**src/rtl/safe_domain_pkg.sv**
```systemverilog
// Shared types and defaults for the safe-domain register-interface handshake.
// Used by both the requester and the acknowledge side of the boundary.
package safe_domain_pkg;

  typedef enum logic [1:0] {
    ST_IDLE    = 2'd0,
    ST_REQ     = 2'd1,
    ST_RELEASE = 2'd2,
    ST_RSP     = 2'd3
  } req_state_e;

  localparam int DEF_ADDR_W      = 8;
  localparam int DEF_DATA_W      = 32;
  localparam int DEF_SYNC_STAGES = 2;
  localparam int DEF_TIMEOUT     = 255;

  // Timeout counter width; both sides must agree on it.
  function automatic int cnt_width(input int timeout);
    return $clog2(timeout + 1);
  endfunction

endpackage

```
**src/rtl/safe_domain_sync.sv**
```systemverilog
// N-flop single-bit synchroniser, asynchronous active-low reset to 0.
// Shared by the ack path here and the req path in the safe domain.
module safe_domain_sync
  import safe_domain_pkg::*;
#(
  parameter int STAGES = DEF_SYNC_STAGES
) (
  input  logic clk_i,
  input  logic rstn_i,
  input  logic d,
  output logic q
);

  logic [STAGES-1:0] sync_q;

  always_ff @(posedge clk_i or negedge rstn_i) begin
    if (!rstn_i) begin
      sync_q <= '0;
    end else begin
      sync_q <= {sync_q[STAGES-2:0], d};
    end
  end

  assign q = sync_q[STAGES-1];

endmodule

```
**src/rtl/safe_domain_reg_if_req.sv**
```systemverilog
// Requester side of the four-phase req/ack register handshake into the safe
// domain: one command in flight, full return-to-zero, read data or timeout.
module safe_domain_reg_if_req
  import safe_domain_pkg::*;
#(
  parameter int ADDR_W      = DEF_ADDR_W,
  parameter int DATA_W      = DEF_DATA_W,
  parameter int SYNC_STAGES = DEF_SYNC_STAGES,
  parameter int TIMEOUT     = DEF_TIMEOUT
) (
  input  logic              clk_i,
  input  logic              rstn_i,
  input  logic              cmd_valid_i,
  output logic              cmd_ready_o,
  input  logic              cmd_we_i,
  input  logic [ADDR_W-1:0] cmd_addr_i,
  input  logic [DATA_W-1:0] cmd_wdata_i,
  output logic              rsp_valid_o,
  output logic [DATA_W-1:0] rsp_rdata_o,
  output logic              rsp_err_o,
  output logic              busy_o,
  output logic              reg_if_req_o,
  output logic              reg_if_we_o,
  output logic [ADDR_W-1:0] reg_if_addr_o,
  output logic [DATA_W-1:0] reg_if_wdata_o,
  input  logic [DATA_W-1:0] reg_if_rdata_i,
  input  logic              reg_if_ack_i
);

  localparam int CNT_W = cnt_width(TIMEOUT);
  localparam logic [CNT_W-1:0] CNT_LAST = CNT_W'(TIMEOUT - 1);

  localparam logic [1:0] S_IDLE    = ST_IDLE;
  localparam logic [1:0] S_REQ     = ST_REQ;
  localparam logic [1:0] S_RELEASE = ST_RELEASE;
  localparam logic [1:0] S_RSP     = ST_RSP;

  logic [1:0]        state_q, state_d;
  logic              req_q;
  logic              ack_s;
  logic              accept;
  logic [CNT_W-1:0]  cnt_q;
  logic              err_q;
  logic [DATA_W-1:0] rdata_q;
  logic              we_q;
  logic [ADDR_W-1:0] addr_q;
  logic [DATA_W-1:0] wdata_q;

  safe_domain_sync #(
    .STAGES (SYNC_STAGES)
  ) u_ack_sync (
    .clk_i  (clk_i),
    .rstn_i (rstn_i),
    .d      (reg_if_ack_i),
    .q      (ack_s)
  );

  assign accept = cmd_valid_i && (state_q == S_IDLE);

  always_comb begin
    state_d = state_q;
    case (state_q)
      S_IDLE:    if (cmd_valid_i) state_d = S_REQ;
      S_REQ:     if (ack_s || (cnt_q == CNT_LAST)) state_d = S_RELEASE;
      S_RELEASE: if (!ack_s) state_d = S_RSP;
      S_RSP:     state_d = S_IDLE;
      default:   state_d = S_IDLE;
    endcase
  end

  // req is decoded from the next state so it leaves a flop and never glitches.
  always_ff @(posedge clk_i or negedge rstn_i) begin
    if (!rstn_i) begin
      state_q <= S_IDLE;
      req_q   <= 1'b0;
    end else begin
      state_q <= state_d;
      req_q   <= (state_d == S_REQ);
    end
  end

  always_ff @(posedge clk_i or negedge rstn_i) begin
    if (!rstn_i) begin
      we_q    <= 1'b0;
      addr_q  <= '0;
      wdata_q <= '0;
      cnt_q   <= '0;
      err_q   <= 1'b0;
      rdata_q <= '0;
    end else if (accept) begin
      we_q    <= cmd_we_i;
      addr_q  <= cmd_addr_i;
      wdata_q <= cmd_wdata_i;
      cnt_q   <= '0;
      err_q   <= 1'b0;
    end else if (state_q == S_REQ) begin
      // An ack arriving on the final count wins over the timeout.
      if (ack_s) begin
        rdata_q <= we_q ? '0 : reg_if_rdata_i;
      end else if (cnt_q == CNT_LAST) begin
        err_q   <= 1'b1;
        rdata_q <= '0;
      end else begin
        cnt_q   <= cnt_q + CNT_W'(1);
      end
    end
  end

  assign cmd_ready_o    = (state_q == S_IDLE);
  assign busy_o         = (state_q != S_IDLE);
  assign rsp_valid_o    = (state_q == S_RSP);
  assign rsp_rdata_o    = rsp_valid_o ? rdata_q : '0;
  assign rsp_err_o      = rsp_valid_o && err_q;
  assign reg_if_req_o   = req_q;
  assign reg_if_we_o    = we_q;
  assign reg_if_addr_o  = addr_q;
  assign reg_if_wdata_o = wdata_q;

endmodule
```
**config.mk**
```make
export PLATFORM = sky130hd
export DESIGN_NAME = safe_domain_reg_if_req
export DESIGN_NICKNAME = d
export VERILOG_FILES = /design/src/rtl/safe_domain_pkg.sv /design/src/rtl/safe_domain_sync.sv /design/src/rtl/safe_domain_reg_if_req.sv
export SDC_FILE = /design/constraint.sdc
export NUM_CORES = 1
export LEC_CHECK = 0
export CORE_MARGIN = 8
export CORE_UTILIZATION = 38
export DETAILED_ROUTE_END_ITERATION = 10
export HOLD_SLACK_MARGIN = 0.1
export PLACE_DENSITY = 0.77
export RECOVER_POWER = 50
export SYNTH_ARGS = -nofsm -noshare
export SYNTH_HDL_FRONTEND = slang
export SYNTH_SLANG_ARGS = --single-unit
```
**constraint.sdc**
```tcl
create_clock -name clk_i -period 1.6 [get_ports clk_i]
set_input_delay 0.32 -clock clk_i [delete_from_list [all_inputs] [get_ports clk_i]]
set_output_delay 0.32 -clock clk_i [all_outputs]
set_load 0.01 [all_outputs]
```
==> results list, run 1 <==
* Site row count: 35
- The floorplan step defined a die boundary enclosing 12,960 um^2.
* Relative slew slack: 66.84%
- The run finished, with violations left.
- Of all flip-flops after synthesis, the portion carrying an async set or reset was 100.0%.
- With fillers left out, the area of the finished cells amounts to approximately 6200 um^2.
* Maximum count of clock buffers along a single path: 2
* Port buffer count: 154
- In the final design database the tool counted 614 nets.
- Data required time of the worst path: about 1300 ps
* Horizontal die dimension: 113.9 um
- Once routing completed, OpenROAD measured the worst setup slack at -74.44 ps.
* Combinational family with the most area after synthesis: simple AND/OR/NAND/NOR gates
* Vias per std cell: roughly 5
* Number of placed cells counting well taps: 637
* Worst-path maximum fanout: 8
- Clock tree from TritonCTS: done
- CTS clk-pin slew, worst paths: 80 ps
- Wires add up to 12.50 mm.
* Total CTS buffers: 9
- Global route total overflow: 0
- In the synthesized netlist, the number of instances is 353.
- Startpoint kind of the worst setup timing path: flop
- The critical path is of the reg2out type.
- Type of the tightest min-delay check: reg2reg
- Final slew viol count: 0
- Syn Std Cell Area: about 3600 um^2
- Starting utilization of the core area: ~40%
- The synthesized netlist devotes 10.56% of its cell area to compound gates.
* Average wire per cell in the routed design: 18.68 um
- Yosys warning count: 0
- Summing all placed instances gives a cell area of around 5500 um^2.
- Mux share of post-synthesis cell area: less than 1%
- The checks that failed: negative setup slack.
- Number of ports placed on the die boundary: 155
* Length of the first detailed-routing pass in iterations: 4
- Total global routing track utilization: 17.70%
- In the routed design, unresolved DRC markers number 0.
* Post-Syn Nets: between 400 and 500
- Antenna fix cells: 0
- Setup violations remaining at the end of the flow were counted as 37.
* Number of global-route vias before repair: 3,493
* Clock period minus worst slack: 1674 ps
- After layout, the worst path uses 104.7% of the clock period.
- The congestion estimate from routability-driven global placement came to 0.7754.
- The clock reaches the later pin of the worst-skew pair after 360 ps.
- Setup repair after global routing could not meet its margin everywhere.
- Drt first-iter violations: approximately 180
- The worst setup path is captured at an output pin.
- The synthesized netlist devotes 0% of its cell area to XOR and XNOR gates.
- Post-route ant nets: 0
- The root buffer cell chosen for the clock tree is clkbuf_8.
- Max_cap viols: 0
- Most used DFF post-synth: dfrtp_1
* Transition time of the tightest slew-check pin: 497.3 ps
- For this run, the top clock speed supported by timing is between 500 and 600 MHz.
- The netlist uses 38 different library cells.
* Simple-Gate Fraction of Synth Area: 24.28%
* Post-DP HPWL: 8.070 mm
* Flip-flop and latch count after synthesis: 87
- The post-route netlist has between 20 and 30% of its cells at a drive strength greater than 1.
- Setup tns final: -1855 ps
- Synthesized-area fraction occupied by adder cells: 0.6878%
- The first global-routing pass estimated around 18 mm of wire.
- Detailed-route via count: about 3,300
- The worst-case IR drop observed on VDD is between 0.0009 and 0.001 V.
* Cell leakage power: 3.197 nW
* Area added between synthesis and finish: 69.15%
* Most common cell after layout, fill and taps aside: nand2_1
- The core region is 9284 um^2.
- Number of antenna violations at the first check in global routing: 0
- Proportion of synthesized chip area in sequential cells: 59.83%
- Clock Skews: roughly 19 ps
* Count of final hold-check violations: 0
- TritonCTS Sinks: slightly below 90
- Non-filler cells, final: 669
- In this run the vertical extent of the chip is approximately 110 um.
- Pin count of the biggest net entering global routing: 54
- Post-synthesis area per instance: 10.31 um^2
* Data arrival time of the critical path: 1350 ps
* Number of synthesized flops with an enable pin: 0
- Power Density: 1592 nW/um^2
- The library cells used most frequently in the layout, excluding fill and tap cells, are 129 x nand2_1, 86 x dfrtp_1, 75 x clkdlybuf4s50_1, 40 x buf_6, 32 x a22o_1.
* Depth of the CTS H-tree: 3
[repair_timing]
| action | CTS | global route |
|---|---|---|
| hold buffers | 1 | 0 |
| setup endpoints to repair | 53 | 140 |
| cloned | 3 | 5 |
| resized for setup | 206 | 68 |
| setup buffers | 4 | 3 |
| pin swaps | 13 | 8 |
| endpoints found under the hold margin | 79 | 0 |
[registers in the layout, summed over array words and instances, names as in the netlist]
| register | count |
|---|---|
| cnt_q | 8 |
| err_q | 1 |
| reg_if_wdata_o | 32 |
| u_ack_sync.sync_q | 2 |
| rdata_q | 32 |
| state_q | 2 |
| reg_if_req_o | 1 |
| reg_if_we_o | 1 |
| reg_if_addr_o | 8 |
[power breakdown]
group / internal [mW] / leakage [nW] / switching (mW) / total, mW
Sequential: 3.07 / 1.10 / 0.520 / 3.59
Combinational: 2.59 / 2.01 / 2.21 / 4.81
Clock: 0.574 / 0.0829 / 0.826 / 1.40
[stage by stage]
stage / hold WS, ps / power (mW) / worst slack (ps) / utilization (%)
CTS: 317.5 / 9.460 / -98.15 / 62.39
floorplan: 24.41 / 5.421 / 38.30 / -
global route: 370.0 / 10.42 / -127.3 / 66.29
detailed placement: 154.3 / 7.733 / -40.58 / 58.87
finish: 354.9 / 9.797 / -74.44 / 66.29
global placement: 153.7 / 7.583 / 0.8061 / 58.87
[worst max-delay path, cell delays in order, from the launching register on]
cell,delay (ps)
dfrtp_2,430
buf_12,140
buf_16,130
nor2_4,120
inv_1,50
buf_2,130
[area by class of cell]
| class | instances | area [um^2] |
|---|---|---|
| Fill cell | 739 | 3129 |
| Sequential cell | 87 | 2178 |
| Timing Repair Buffer | 196 | 2132 |
| Multi-Input combinational cell | 238 | 1498 |
| Tap cell | 129 | 161.4 |
| Clock buffer | 10 | 127.6 |
| Clock inverter | 6 | 46.29 |
| Inverter | 3 | 11.26 |
[path summary, 6_finish.rpt]
| path | from | end | slack (ps) | cells after the start |
|---|---|---|---|---|
| hold / removal | u_ack_sync.sync_q[0]$_DFF_PN0_ | u_ack_sync.sync_q[1]$_DFF_PN0_ | 350 | 0 |
| min in group asynchronous | rstn_i | rdata_q[9]$_DFFE_PN0P_ | 440 | 2 |
| setup reg to reg | state_q[1]$_DFF_PN0_ | cnt_q[5]$_DFFE_PN0P_ | -40 | 5 |
| max in group asynchronous | rstn_i | state_q[0]$_DFF_PN0_ | 300 | 3 |
| setup / recovery | state_q[0]$_DFF_PN0_ | busy_o | -70 | 5 |
| hold reg to reg | u_ack_sync.sync_q[0]$_DFF_PN0_ | u_ack_sync.sync_q[1]$_DFF_PN0_ | 350 | 0 |
[cell usage after synthesis, types with 3 or more instances]
master	instances	area (um^2)
nor2_1	4	15.01
clkbuf_1	7	26.28
nand2_1	131	491.7
buf_2	14	70.07
nand3_1	4	20.02
buf_6	3	33.78
inv_1	3	11.26
a22o_1	32	280.3
dfrtp_1	87	2177
and3_1	33	206.5
[layer usage]
metal	track usage, %	share of wire (%)
met1	19.60	39
met2	31.40	53
met3	5.071	5.1
met4	6.744	2.3
met5	0	0
[logic make-up (layout without fill, tap and decap cells)]
family | Yosys count | count (layout)
simple gates | 189 | 189
flops | 87 | 87
compound gates | 45 | 45
buf+inv | 28 | 215
fa+ha+maj | 2 | 2
mux | 2 | 2
(Power assumes the default switching activity.)
==> run 2, diff against run 1 <==
Settings changed: RECOVER_POWER 50 to 100, SLEW_MARGIN set to 20.
==> results list, run 2 (synthesis results as in run 1) <==
* Run status: finished with violations
- Failing checks: negative setup slack
* Total CTS buffers: 9 (unchanged)
- Non-filler cells, final: 669 (unchanged)
* First-pass GRT wire length: 18.29 mm (unchanged)
- The total number of placement rows was 35 (unchanged).
- The clock slew seen by the registers of the worst setup and hold paths came to 80 ps (about the same).
- Type of the tightest min-delay check: reg2reg
- The tightest slew margin relative to the limit was 66.84% (about the same).
- The total chip power is 9.652 mW (-1.5%).
- The biggest fanout along the worst timing path was 8 (unchanged).
- The reported max-cap violation count came to 0 (unchanged).
- Count of final hold-check violations: 0 (unchanged)
- The worst setup path is launched from a flop.
- The vertical die dimension came to 113.9 um (unchanged).
- The global-route congestion overflow total came to 0 (unchanged).
- Worst voltage drop across the vdd grid: 0.0009544 V (-2.7%)
- Clock tree from TritonCTS: done
- The initial cell density of the core came to 39.19% (unchanged).
* Commonest cells after routing, fill and taps aside: 129 x nand2_1, 86 x dfrtp_1, 75 x clkdlybuf4s50_1, 43 x buf_6, 32 x a22o_1
- The maximum clock skew at final layout is 19.88 ps (+0.9012 ps).
* Final slew viol count: 0 (unchanged)
* Average wire per cell in the routed design: 18.71 um (+0.17%)
- The final critical-path setup slack was -74.42 ps (+0.01660 ps).
* Data arrival time of the critical path: 1350 ps (about the same)
- The cell sitting at the root of the clock tree is a clkbuf_8.
- CORE AREA: 9284 um^2 (unchanged)
* Met2 GRT Util: 31.40% (unchanged)
- The worst hold margin was 354.9 ps (+0.02300 ps).
* Port buffer count: 154 (unchanged)
* Wire length reported by the detailed router: 12.52 mm (+0.17%)
- The depth of the CTS H-tree was 3 (unchanged).
- Length of the first detailed-routing pass in iterations: 4 (unchanged)
- Number of setup violations in the final report: 37 (unchanged)
- The HPWL reported at the end of detailed placement was 8.070 mm (unchanged).
- Busiest grt layer: met2
* Most common cell after layout, fill and taps aside: nand2_1
* TritonCTS Sinks: 87 (unchanged)
* Share of the clock period used by the worst path after layout: 104.7% (about the same)
- The remaining routing DRC violations is 0 (unchanged).
* Post-route ant nets: 0 (unchanged)
- The power density relative to cell area was 1601 nW/um^2 (+0.61%).
- The met1 usage in global routing is 19.60% (unchanged).
- Number of global-route vias before repair: 3,493 (unchanged)
- The number of instances in the placed design is 637 (unchanged).
- Number of ports placed on the die boundary: 155 (unchanged)
- The width of the chip is 113.9 um (unchanged).
* Final Net Count: 614 (unchanged)
- Placer congestion estimate: 0.7754 (unchanged)
- GR met3 Demand/Resource: 5.071% (unchanged)
* Area added between synthesis and finish: 65.65%
* Number of antenna violations at the first check in global routing: 0 (unchanged)
* Drt first-iter violations: 178 (unchanged)
* Share of cells above drive strength 1: 25.37% (unchanged)
* Maximum count of clock buffers along a single path: 2 (unchanged)
- Achievable Freq: 597.2 MHz (about the same)
- Detailed-route via count: 3,350 (+0.24%)
* Pin count of the biggest net entering global routing: 54 (unchanged)
- The post-detailed-route via-to-cell ratio is 5.007 (+0.24%).
* Cell leakage power: 2.894 nW (-9.5%)
* Category of the most critical setup path: reg2out
- The number of antenna repair diodes came to 0 (unchanged).
* Transition time of the tightest slew-check pin: 497.4 ps (+0.05996 ps)
- Clock period minus worst slack: 1674 ps (-0.01660 ps)
* Setup repair after global routing missed its margin: true
- The total die area is 12,960 um^2 (unchanged).
* Data required time of the worst path: 1280 ps (about the same)
- Worst-skew pair later-pin latency: 360 ps (about the same)
- Critical path endpoint category: output pin
* Total global routing track utilization: 17.70% (unchanged)
run 2: changes by cell type in the layout (fill, tap and decap cells not counted), moves of 2 or more:
cell	change
buf_6	+3
clkdlybuf4s25_1	+19
dlymetal6s2s_1	-22
buf_12	-2
buf_4	-2
clkbuf_1	+3
clkbuf_16	-2
run 2: path summary, 6_finish.rpt:
check / start / to / slack, ps / cells after the start
worst max-delay path: state_q[0]$_DFF_PN0_ / busy_o / -70 / 5
worst max register to register: state_q[1]$_DFF_PN0_ / cnt_q[5]$_DFFE_PN0P_ / -50 / 5
min in group asynchronous: rstn_i / rdata_q[9]$_DFFE_PN0P_ / 430 / 2
worst min register to register: u_ack_sync.sync_q[0]$_DFF_PN0_ / u_ack_sync.sync_q[1]$_DFF_PN0_ / 350 / 0
max in group asynchronous: rstn_i / state_q[0]$_DFF_PN0_ / 310 / 3
worst min-delay path: u_ack_sync.sync_q[0]$_DFF_PN0_ / u_ack_sync.sync_q[1]$_DFF_PN0_ / 350 / 0
run 2: stage by stage:
stage                     util, %  setup TNS [ps]  worst slack [ps]  area [um^2]
after detailed placement    58.87          -375.9            -40.58         5465
after global placement      58.87               0            0.8061         5465
after global routing        64.92           -5004            -127.3         6027
after CTS                   62.39           -2443            -98.15         5792
after floorplan                 -               0             38.30         3638
final                       64.92           -1839            -74.42         6027
run 2: where the power goes:
group / switching, mW / internal [mW] / total (mW)
Clock: 0.822 / 0.574 / 1.40
Combinational: 2.20 / 2.45 / 4.65
Sequential: 0.532 / 3.07 / 3.60
run 2: worst max-delay path, stage by stage, from the launching register on:
cell and delay, ps:
dfrtp_2 430, buf_12 140, buf_16 130, nor2_4 120, inv_1 50, buf_2 130
run 2: timing repair:
| action | 4_1_cts | 5_1_grt |
|---|---|---|
| gates resized for setup | 206 | 68 |
| buffers inserted | 4 | 3 |
| setup endpoints to repair | 53 | 140 |
| pin swaps | 13 | 8 |
| hold endpoints to repair | 79 | 0 |
| cloned | 3 | 5 |
| hold buffers | 1 | 0 |
run 2: area by class of cell:
type | count | area (um^2)
Sequential cell | 87 | 2178
Timing Repair Buffer | 196 | 2004
Multi-Input combinational cell | 238 | 1498
Clock inverter | 6 | 46.29
Fill cell | 765 | 3257
Clock buffer | 10 | 127.6
Inverter | 3 | 11.26
Tap cell | 129 | 161.4
run 2: routing by layer:
metal / vias up / share of wire (%)
met1: 1688 / 39
met5: - / 0
met4: 0 / 2.2
met2: 91 / 53
met3: 17 / 5.7
li1: 1554 / -
==> run 3, diff against run 2 <==
Settings changed: SLEW_MARGIN 20 to not set.
==> results of run 3 <==
No change in the layout: final DEF, timing and power equal those of run 2.
